--- config.mk ---
export PLATFORM = sky130hd
export DESIGN_NAME = line_setup_sub_flat
export DESIGN_NICKNAME = d
export VERILOG_FILES = /design/src/rtl/line_setup_sub_if.sv /design/src/rtl/line_setup_sub.sv /design/src/flat_wrapper.sv
export SDC_FILE = /design/constraint.sdc
export NUM_CORES = 1
export LEC_CHECK = 0
export CAP_MARGIN = 15
export CORE_ASPECT_RATIO = 0.5
export CORE_MARGIN = 5
export CORE_UTILIZATION = 40
export DETAILED_ROUTE_END_ITERATION = 6
export DONT_BUFFER_PORTS = 1
export GPL_TIMING_DRIVEN = 0
export HOLD_SLACK_MARGIN = 0.12
export PLACE_DENSITY_LB_ADDON = 0.15
export SLEW_MARGIN = 10
export SYNTH_ARGS = -nofsm -noshare
export SYNTH_HDL_FRONTEND = slang
export SYNTH_SLANG_ARGS = --single-unit
--- constraint.sdc ---
create_clock -name clk -period 7.3 [get_ports clk]
set_input_delay 1.46 -clock clk [delete_from_list [all_inputs] [get_ports clk]]
set_output_delay 1.46 -clock clk [all_outputs]
set_load 0.1 [all_outputs]
--- src/rtl/line_setup_sub_if.sv ---
// Endpoint-in / setup-out bundle between the line source, the setup
// front end and the Bresenham stepper.
interface line_setup_sub_if #(
  parameter int WIDTH = 13
);
  logic                    in_valid;
  logic                    in_ready;
  logic signed [WIDTH-1:0] x0;
  logic signed [WIDTH-1:0] y0;
  logic signed [WIDTH-1:0] x1;
  logic signed [WIDTH-1:0] y1;

  logic                    out_valid;
  logic                    out_ready;
  logic signed [WIDTH-1:0] dx;
  logic signed [WIDTH-1:0] dy;
  logic                    step_x;
  logic                    step_y;
  logic                    steep;
  logic        [WIDTH-1:0] major;
  logic        [WIDTH-1:0] minor;
  logic signed [WIDTH+1:0] err0;
  logic        [WIDTH:0]   npix;
  logic                    ovf;

  modport slave (
    input  in_valid, x0, y0, x1, y1, out_ready,
    output in_ready, out_valid, dx, dy, step_x, step_y, steep,
           major, minor, err0, npix, ovf
  );

  modport master (
    output in_valid, x0, y0, x1, y1, out_ready,
    input  in_ready, out_valid, dx, dy, step_x, step_y, steep,
           major, minor, err0, npix, ovf
  );
endinterface

--- src/rtl/line_setup_sub.sv ---
// Line setup front end: two-stage pipeline turning endpoint pairs into the
// folded deltas, octant info, initial error term and pixel count for the stepper.
module line_setup_sub #(
  parameter int WIDTH = 13
) (
  input  logic             clk,
  input  logic             rst_n,
  line_setup_sub_if.slave  bus
);

  localparam logic [WIDTH-1:0] ONE_W  = {{(WIDTH-1){1'b0}}, 1'b1};
  localparam logic [WIDTH:0]   ONE_W1 = {{WIDTH{1'b0}}, 1'b1};

  // stage 1 registers
  logic             s1_valid;
  logic [WIDTH-1:0] s1_dx;
  logic [WIDTH-1:0] s1_dy;
  logic             s1_ovf;

  // stage 2 registers (drive the outputs directly)
  logic             s2_valid;
  logic [WIDTH-1:0] s2_dx;
  logic [WIDTH-1:0] s2_dy;
  logic             s2_step_x;
  logic             s2_step_y;
  logic             s2_steep;
  logic [WIDTH-1:0] s2_major;
  logic [WIDTH-1:0] s2_minor;
  logic [WIDTH+1:0] s2_err0;
  logic [WIDTH:0]   s2_npix;
  logic             s2_ovf;

  logic adv1;
  logic adv2;

  assign adv2        = ~s2_valid | bus.out_ready;
  assign adv1        = ~s1_valid | adv2;
  assign bus.in_ready = adv1;

  // Full-precision differences; the bit below the sign is dropped on fold.
  logic [WIDTH:0]   dx_full;
  logic [WIDTH:0]   dy_full;
  logic [WIDTH-1:0] dx_fold;
  logic [WIDTH-1:0] dy_fold;
  logic             ovf_c;

  always_comb begin
    dx_full = {bus.x1[WIDTH-1], bus.x1} - {bus.x0[WIDTH-1], bus.x0};
    dy_full = {bus.y1[WIDTH-1], bus.y1} - {bus.y0[WIDTH-1], bus.y0};
    dx_fold = {dx_full[WIDTH], dx_full[WIDTH-2:0]};
    dy_fold = {dy_full[WIDTH], dy_full[WIDTH-2:0]};
    ovf_c   = (dx_full[WIDTH] != dx_full[WIDTH-1]) |
              (dy_full[WIDTH] != dy_full[WIDTH-1]);
  end

  always_ff @(posedge clk or negedge rst_n) begin
    if (!rst_n) begin
      s1_valid <= 1'b0;
      s1_dx    <= '0;
      s1_dy    <= '0;
      s1_ovf   <= 1'b0;
    end else if (adv1) begin
      s1_valid <= bus.in_valid;
      if (bus.in_valid) begin
        s1_dx  <= dx_fold;
        s1_dy  <= dy_fold;
        s1_ovf <= ovf_c;
      end
    end
  end

  // Magnitudes are unsigned, so the most-negative delta maps to 2^(WIDTH-1).
  logic [WIDTH-1:0] abs_dx;
  logic [WIDTH-1:0] abs_dy;
  logic             steep_c;
  logic [WIDTH-1:0] major_c;
  logic [WIDTH-1:0] minor_c;
  logic [WIDTH+1:0] err0_c;
  logic [WIDTH:0]   npix_c;

  always_comb begin
    abs_dx  = s1_dx[WIDTH-1] ? (~s1_dx + ONE_W) : s1_dx;
    abs_dy  = s1_dy[WIDTH-1] ? (~s1_dy + ONE_W) : s1_dy;
    steep_c = abs_dy > abs_dx;
    major_c = steep_c ? abs_dy : abs_dx;
    minor_c = steep_c ? abs_dx : abs_dy;
    err0_c  = {1'b0, minor_c, 1'b0} - {2'b00, major_c};
    npix_c  = {1'b0, major_c} + ONE_W1;
  end

  always_ff @(posedge clk or negedge rst_n) begin
    if (!rst_n) begin
      s2_valid  <= 1'b0;
      s2_dx     <= '0;
      s2_dy     <= '0;
      s2_step_x <= 1'b0;
      s2_step_y <= 1'b0;
      s2_steep  <= 1'b0;
      s2_major  <= '0;
      s2_minor  <= '0;
      s2_err0   <= '0;
      s2_npix   <= '0;
      s2_ovf    <= 1'b0;
    end else if (adv2) begin
      s2_valid <= s1_valid;
      if (s1_valid) begin
        s2_dx     <= s1_dx;
        s2_dy     <= s1_dy;
        s2_step_x <= s1_dx[WIDTH-1];
        s2_step_y <= s1_dy[WIDTH-1];
        s2_steep  <= steep_c;
        s2_major  <= major_c;
        s2_minor  <= minor_c;
        s2_err0   <= err0_c;
        s2_npix   <= npix_c;
        s2_ovf    <= s1_ovf;
      end
    end
  end

  assign bus.out_valid = s2_valid;
  assign bus.dx        = s2_dx;
  assign bus.dy        = s2_dy;
  assign bus.step_x    = s2_step_x;
  assign bus.step_y    = s2_step_y;
  assign bus.steep     = s2_steep;
  assign bus.major     = s2_major;
  assign bus.minor     = s2_minor;
  assign bus.err0      = s2_err0;
  assign bus.npix      = s2_npix;
  assign bus.ovf       = s2_ovf;

endmodule

--- src/flat_wrapper.sv ---
// flat-port wrapper written by rule: the top's interface ports become plain ports
module line_setup_sub_flat 
#(
  parameter int WIDTH = 13
)
  (clk, rst_n, bus_in_valid, bus_x0, bus_y0, bus_x1, bus_y1, bus_out_ready, bus_in_ready, bus_out_valid, bus_dx, bus_dy, bus_step_x, bus_step_y, bus_steep, bus_major, bus_minor, bus_err0, bus_npix, bus_ovf);
  line_setup_sub_if #(.WIDTH(WIDTH)) bus_i ();
  input  logic clk;
  input  logic rst_n;
  input wire logic [$bits(bus_i.in_valid)-1:0] bus_in_valid;
  input wire logic [$bits(bus_i.x0)-1:0] bus_x0;
  input wire logic [$bits(bus_i.y0)-1:0] bus_y0;
  input wire logic [$bits(bus_i.x1)-1:0] bus_x1;
  input wire logic [$bits(bus_i.y1)-1:0] bus_y1;
  input wire logic [$bits(bus_i.out_ready)-1:0] bus_out_ready;
  output wire logic [$bits(bus_i.in_ready)-1:0] bus_in_ready;
  output wire logic [$bits(bus_i.out_valid)-1:0] bus_out_valid;
  output wire logic [$bits(bus_i.dx)-1:0] bus_dx;
  output wire logic [$bits(bus_i.dy)-1:0] bus_dy;
  output wire logic [$bits(bus_i.step_x)-1:0] bus_step_x;
  output wire logic [$bits(bus_i.step_y)-1:0] bus_step_y;
  output wire logic [$bits(bus_i.steep)-1:0] bus_steep;
  output wire logic [$bits(bus_i.major)-1:0] bus_major;
  output wire logic [$bits(bus_i.minor)-1:0] bus_minor;
  output wire logic [$bits(bus_i.err0)-1:0] bus_err0;
  output wire logic [$bits(bus_i.npix)-1:0] bus_npix;
  output wire logic [$bits(bus_i.ovf)-1:0] bus_ovf;
  assign bus_i.in_valid = bus_in_valid;
  assign bus_i.x0 = bus_x0;
  assign bus_i.y0 = bus_y0;
  assign bus_i.x1 = bus_x1;
  assign bus_i.y1 = bus_y1;
  assign bus_i.out_ready = bus_out_ready;
  assign bus_in_ready = bus_i.in_ready;
  assign bus_out_valid = bus_i.out_valid;
  assign bus_dx = bus_i.dx;
  assign bus_dy = bus_i.dy;
  assign bus_step_x = bus_i.step_x;
  assign bus_step_y = bus_i.step_y;
  assign bus_steep = bus_i.steep;
  assign bus_major = bus_i.major;
  assign bus_minor = bus_i.minor;
  assign bus_err0 = bus_i.err0;
  assign bus_npix = bus_i.npix;
  assign bus_ovf = bus_i.ovf;
  line_setup_sub #(.WIDTH(WIDTH)) u_core (.clk(clk), .rst_n(rst_n), .bus(bus_i));
endmodule
# Yosys cells after proc, flatten, opt, wreduce, memory -nomap -nowiden
# Index checks and enable logic that the tools add are counted.
# W data, S select, Z words.
[totals]
ff_bits = 114
inputBits = 56
elab_cells = 37
[classes]
addsub = 6
magnitude_cmp = 1
n_eq_ne = 2
mux = 4
bitwise = 7
n_reduce_logical = 2
[ops]
columns = ["operator", "n"]
rows = [
  ["$mux W13", 4],
  ["$sub A13 B13 Y14", 2],
  ["$add A13 B1 Y13 const B", 2],
  ["$not A13 Y13", 2],
  ["$sub A14 B13 Y15", 1],
  ["$add A13 B1 Y14 const B", 1],
  ["$gt A13 B13 Y1", 1],
  ["$reduce_and A2 Y1", 2],
  ["$or A1 B1 Y1", 3],
  ["$ne A1 B1 Y1", 2],
  ["$not A1 Y1", 2],
]

# Depth between registers and ports, before layout
[logic_depth]
ltp_word = 6
depth_mapped = 30
mapped_depth_nobuf = 27

# Worst setup path before layout
# Ideal clock, no wire load.
[synth_timing]
kind = "reg2reg"
startpoint = "reg u_core.s1_dx[4]"
endpoint = "reg u_core.s2_err0[12] (netlist: u_core.bus.err0[12])"
setup_time_ns = 0.134
arrival_ns = 5.621
path_slack_ns = 1.545
stages_incl_launch_ff = 25
n_path_buf = 4
cell_sequence = "dfrtp_1 > buf_6 > or4_4 > or3_2 > or4_1 > ha_1 > nand2_1 > or4b_4 > o21a_1 > buf_6 > buf_12 > buf_6 > mux2i_2 > fa_1 > a21o_1 > a21oi_1 > o21bai_1 > a21oi_1 > o21bai_1 > a21oi_1 > nor2b_1 > o31ai_1 > a21oi_1 > xnor2_1 > o21ai_0"
[synth_between]
elab_chain_len = 6
[synth_rtl]
columns = ["element", "line", "source"]
rows = [
  ["from (decl)", "line_setup_sub.sv:16", "logic [WIDTH-1:0] s1_dx;"],
  ["from (signal assigned)", "line_setup_sub.sv:65", "s1_dx <= dx_fold;"],
  ["$not A13 Y13", "line_setup_sub.sv:82", "abs_dx = s1_dx[WIDTH-1] ? (~s1_dx + ONE_W) : s1_dx;"],
  ["$add A13 B1 Y13", "line_setup_sub.sv:82", ""],
  ["$mux W13 *", "line_setup_sub.sv:82", ""],
  ["$gt A13 B13 Y1", "line_setup_sub.sv:84", "steep_c = abs_dy > abs_dx;"],
  ["$mux W13 (on tied branches)", "line_setup_sub.sv:86, line_setup_sub.sv:85", ""],
  ["$sub A14 B13 Y15 *", "line_setup_sub.sv:87", "err0_c = {1'b0, minor_c, 1'b0} - {2'b00, major_c};"],
  ["to (signal assigned)", "line_setup_sub.sv:114", "s2_err0 <= err0_c;"],
  ["to (decl)", "line_setup_sub.sv:29", "logic [WIDTH+1:0] s2_err0;"],
]
# Every way passes the cells marked *; elsewhere a longest branch is shown, timed or not.
# A chain may end at the register's enable or synchronous reset.

# Worst setup path after layout
[layout_timing]
startpoint = "reg u_core.s1_dx[0]"
endpoint = "reg u_core.s2_err0[12] (netlist: u_core.bus.err0[12])"
# Same word-level chain as after synthesis.

==> summary.txt <==
Clock network
  • Clock Latency Late Sink: between 0.3 and 0.4 ns
  • Total clock sinks: approximately 110
  • Hold_buf cts: 0
  • Clock Tree Buf Depth: 2
  • CTS root buffer: clkbuf_16
  • CTS tree: done
  • Number of buffers created by CTS: 9
  • Depth of the CTS H-tree: 3
  • Reg clk slew, reported paths: approximately 0.080 ns

Synth
  • Cell count after synthesis: 863
  • EDFF count, synth: 0
  • Mapped Avg Cell Area: ~8.6 µm²
  • Post-synthesis sequential area ratio: between 30% and 40%
  • Asr flop ratio synth: 100%
  • Top_reg_cell synth: dfrtp_1
  • Distinct cell type count after synthesis: 73
  • Yosys warnings: 0
  • Synthesized flop and latch total: about 110
  • Mapped Area: ~0.0074 mm²
  • Syn_nets: roughly 970

Floorplanning
  • Placeable Area: 0.0183 mm²
  • Chip height: 106 µm
  • Die width: just over 200 µm
  • Initial Util: about 40%
  • Area of the die: between 0.02 and 0.025 mm²
  • I/O Pins: around 140
  • Row count: 35

Finish
  • Reg area: 0.00278 mm²
  • Fillers: between 1,500 and 2,000
  • ANT cells: 0
  • Area of the multi-input gates: between 0.004 and 0.005 mm²
  • Share of layout cells above drive strength 1: between 6 and 7%
  • Nets: 986
  • Most frequent cells in the layout: nand2_1 (200), dfrtp_1 (111), o21ai_0 (71)
  • Area Overhead vs Synth: 8.90%
  • Most common cell after layout, fill and taps aside: nand2_1

Placement
  • Hpwl dp: 16,700 µm
  • # port buffers: 0
  • Placer congestion estimate: between 0.8 and 0.9

STA
  • Slew margin rel.: around a third
  • Unrepaired setup endpoints after global routing: false
  • Final setup fails: 0
  • Clock Skew: approximately 0.0095 ns
  • Worst-margin pin slew: 0.980 ns
  • Slew Viols, Final: 0
  • Fmax achieved: 147 MHz
  • Final number of hold-violating endpoints: 0
  • Setup_tns: 0 ns
  • Crit path time final: between 6 and 7 ns
  • Fin crit share: between 90% and 100%

Setup path
  • R2R depth: 26
  • Crit path kind: flip-flop to flip-flop
  • Required time of the critical path: about 7.5 ns
  • Worst Setup Start Kind: flip-flop
  • Crit Path Max Fanout: 10
  • Critical Path Sink Type: flip-flop
  • Worst path arrival time: 7.01 ns

Detailed routing
  • Pre-Repair DR Iteration Count: 5
  • Antenna-violating nets left: 0
  • Final wirelength: approximately 21,000 µm
  • Initial drt markers: 351
  • Via count: 5,893
  • Via density: 5.26
  • Wire per inst: between 15 and 20 µm
  • # DRC: 0

GRT
  • Initial antenna violation count: 0
  • Largest net degree at the start of global routing: around 110
  • First-pass GRT wire length: between 30,000 and 40,000 µm
  • Vias in the first global route: between 5,000 and 6,000
  • Overflow after GRT: 0
  • GR Util All Layers: 19.6%

Run status
  • Status: completed

Flow run
  • MaxCap Viol Count: 0

Worst hold path
  • Worst hold-check path type: flip-flop to flip-flop
  • Number of cells on the worst hold path: 1
## critical path, cell delays in order (launching register included)
cell	delay (ns)
dfrtp_1	0.51
inv_1	0.22
ha_1	0.20
or2b_2	0.36
o41ai_1	0.33
xor2_1	0.60
ha_1	0.27
and4_2	0.27
nand4bb_4	0.12
or4b_4	0.52
o21a_1	0.13
buf_6	0.16
buf_12	0.16
buf_6	0.14
mux2i_2	0.23
fa_1	0.50
a21o_1	0.21
a21oi_1	0.23
o21bai_1	0.09
a21oi_1	0.23
o21bai_1	0.12
a21oi_1	0.24
nor2b_1	0.09
o31ai_1	0.28
a21oi_1	0.16
xnor2_1	0.19
o21ai_0	0.09
## logic make-up (layout without fill, tap and decap cells)
kind of cell,Yosys count,count (layout),share of synthesized area (%)
simple gates,324,324,19.7
compound gates,191,191,16.1
flops,111,111,37.6
buf+inv,103,121,6.11
xor+xnor,57,57,6.86
fa+ha+maj,55,55,9.58
mux,22,22,4.03
## registers in the layout, indices dropped and copies added, names as in the netlist
name,flops
u_core.bus.dx,12
u_core.bus.dy,12
u_core.bus.err0,15
u_core.bus.major,12
u_core.bus.minor,13
u_core.bus.npix,14
u_core.bus.out_valid,1
u_core.bus.ovf,1
u_core.bus.steep,1
u_core.bus.step_x,1
u_core.bus.step_y,1
u_core.s1_dx,13
u_core.s1_dy,13
u_core.s1_ovf,1
u_core.s1_valid,1
## path summary, 6_finish.rpt
| check | from | to | slack (ns) |
|---|---|---|---|
| worst max-delay path | u_core.s1_dx[0] | u_core.bus.err0[12] | 0.51 |
| min in group asynchronous | rst_n | u_core.s1_dy[6] | 0.80 |
| max in group asynchronous | rst_n | u_core.bus.err0[12] | 6.34 |
| worst max register to register | u_core.s1_dx[0] | u_core.bus.err0[12] | 0.51 |
| worst min-delay path | u_core.s1_valid | u_core.bus.out_valid | 0.53 |
| worst min register to register | u_core.s1_valid | u_core.bus.out_valid | 0.53 |
## stage by stage
step	area, µm²	hold WS (ns)	util [%]	std cells	setup slack, ns
global route	8050	0.576	44.1	1121	0.135
CTS	8010	0.518	43.9	1119	0.507
finish	8050	0.532	44.1	1121	0.512
detailed placement	7690	0.498	42.1	1103	0.551
floorplan	7390	0.439	-	863	1.54
global placement	7690	0.489	42.1	1103	0.576
## repair_timing
item                                    in CTS  in global routing
setup buffers                                0                  0
endpoints found under the hold margin        0                  0
endpoints found under the setup margin       0                  2
gates resized for setup                      0                  1
## cell type report
type                            instances  area share (%)
Tap cell                              240            3.73
Sequential cell                       111            34.5
Clock buffer                           10            2.84
Inverter                               66            3.08
Clock inverter                          6            1.13
Multi-Input combinational cell        649            51.8
Timing Repair Buffer                    2           0.389
Buffer                                 37            2.53
## synthesized netlist by cell type (all sizes together), types with 2 or more instances
cell | n | area (µm²)
nor4 | 3 | 18.8
o21a | 4 | 30.0
o211a | 2 | 20.0
nand4 | 4 | 25.0
and2 | 6 | 37.5
xor2 | 26 | 235
clkbuf | 21 | 78.8
o31ai | 10 | 75.1
nand3 | 6 | 30.0
or3 | 6 | 38.8
nor2 | 49 | 184
a21boi | 3 | 22.5
a32o | 2 | 20.0
nand2b | 9 | 56.3
and4 | 2 | 18.8
mux2 | 8 | 105
and3 | 2 | 12.5
or2 | 5 | 31.3
o41ai | 8 | 96.4
mux2i | 14 | 193
a31oi | 9 | 56.3
nor2b | 10 | 62.6
nor3 | 8 | 40.0
xnor2 | 31 | 272
ha | 51 | 638
o21ai | 85 | 429
a211oi | 2 | 15.0
o311ai | 2 | 17.5
o21bai | 5 | 37.5
or4 | 4 | 33.8
nand2 | 200 | 751
o211ai | 3 | 22.5
nor4b | 3 | 26.3
a21oi | 35 | 179
dfrtp | 111 | 2780
a21o | 12 | 90.1
buf | 16 | 125
o22a | 2 | 17.5
fa | 3 | 60.1
inv | 66 | 248
## routing by layer
metal  vias to the layer above  share of wire (%)  global-route usage, %
met2                       122                 42                   29.8
met3                        20                4.2                   3.44
li1                       2937                  -                      -
met5                         -                  0                      0
met4                         0                1.3                   4.16
met1                      2814                 52                   29.1
Power is left out: the tool's default activity adds up to more than one toggle a clock period on the data nets, which glitch-free logic cannot reach.
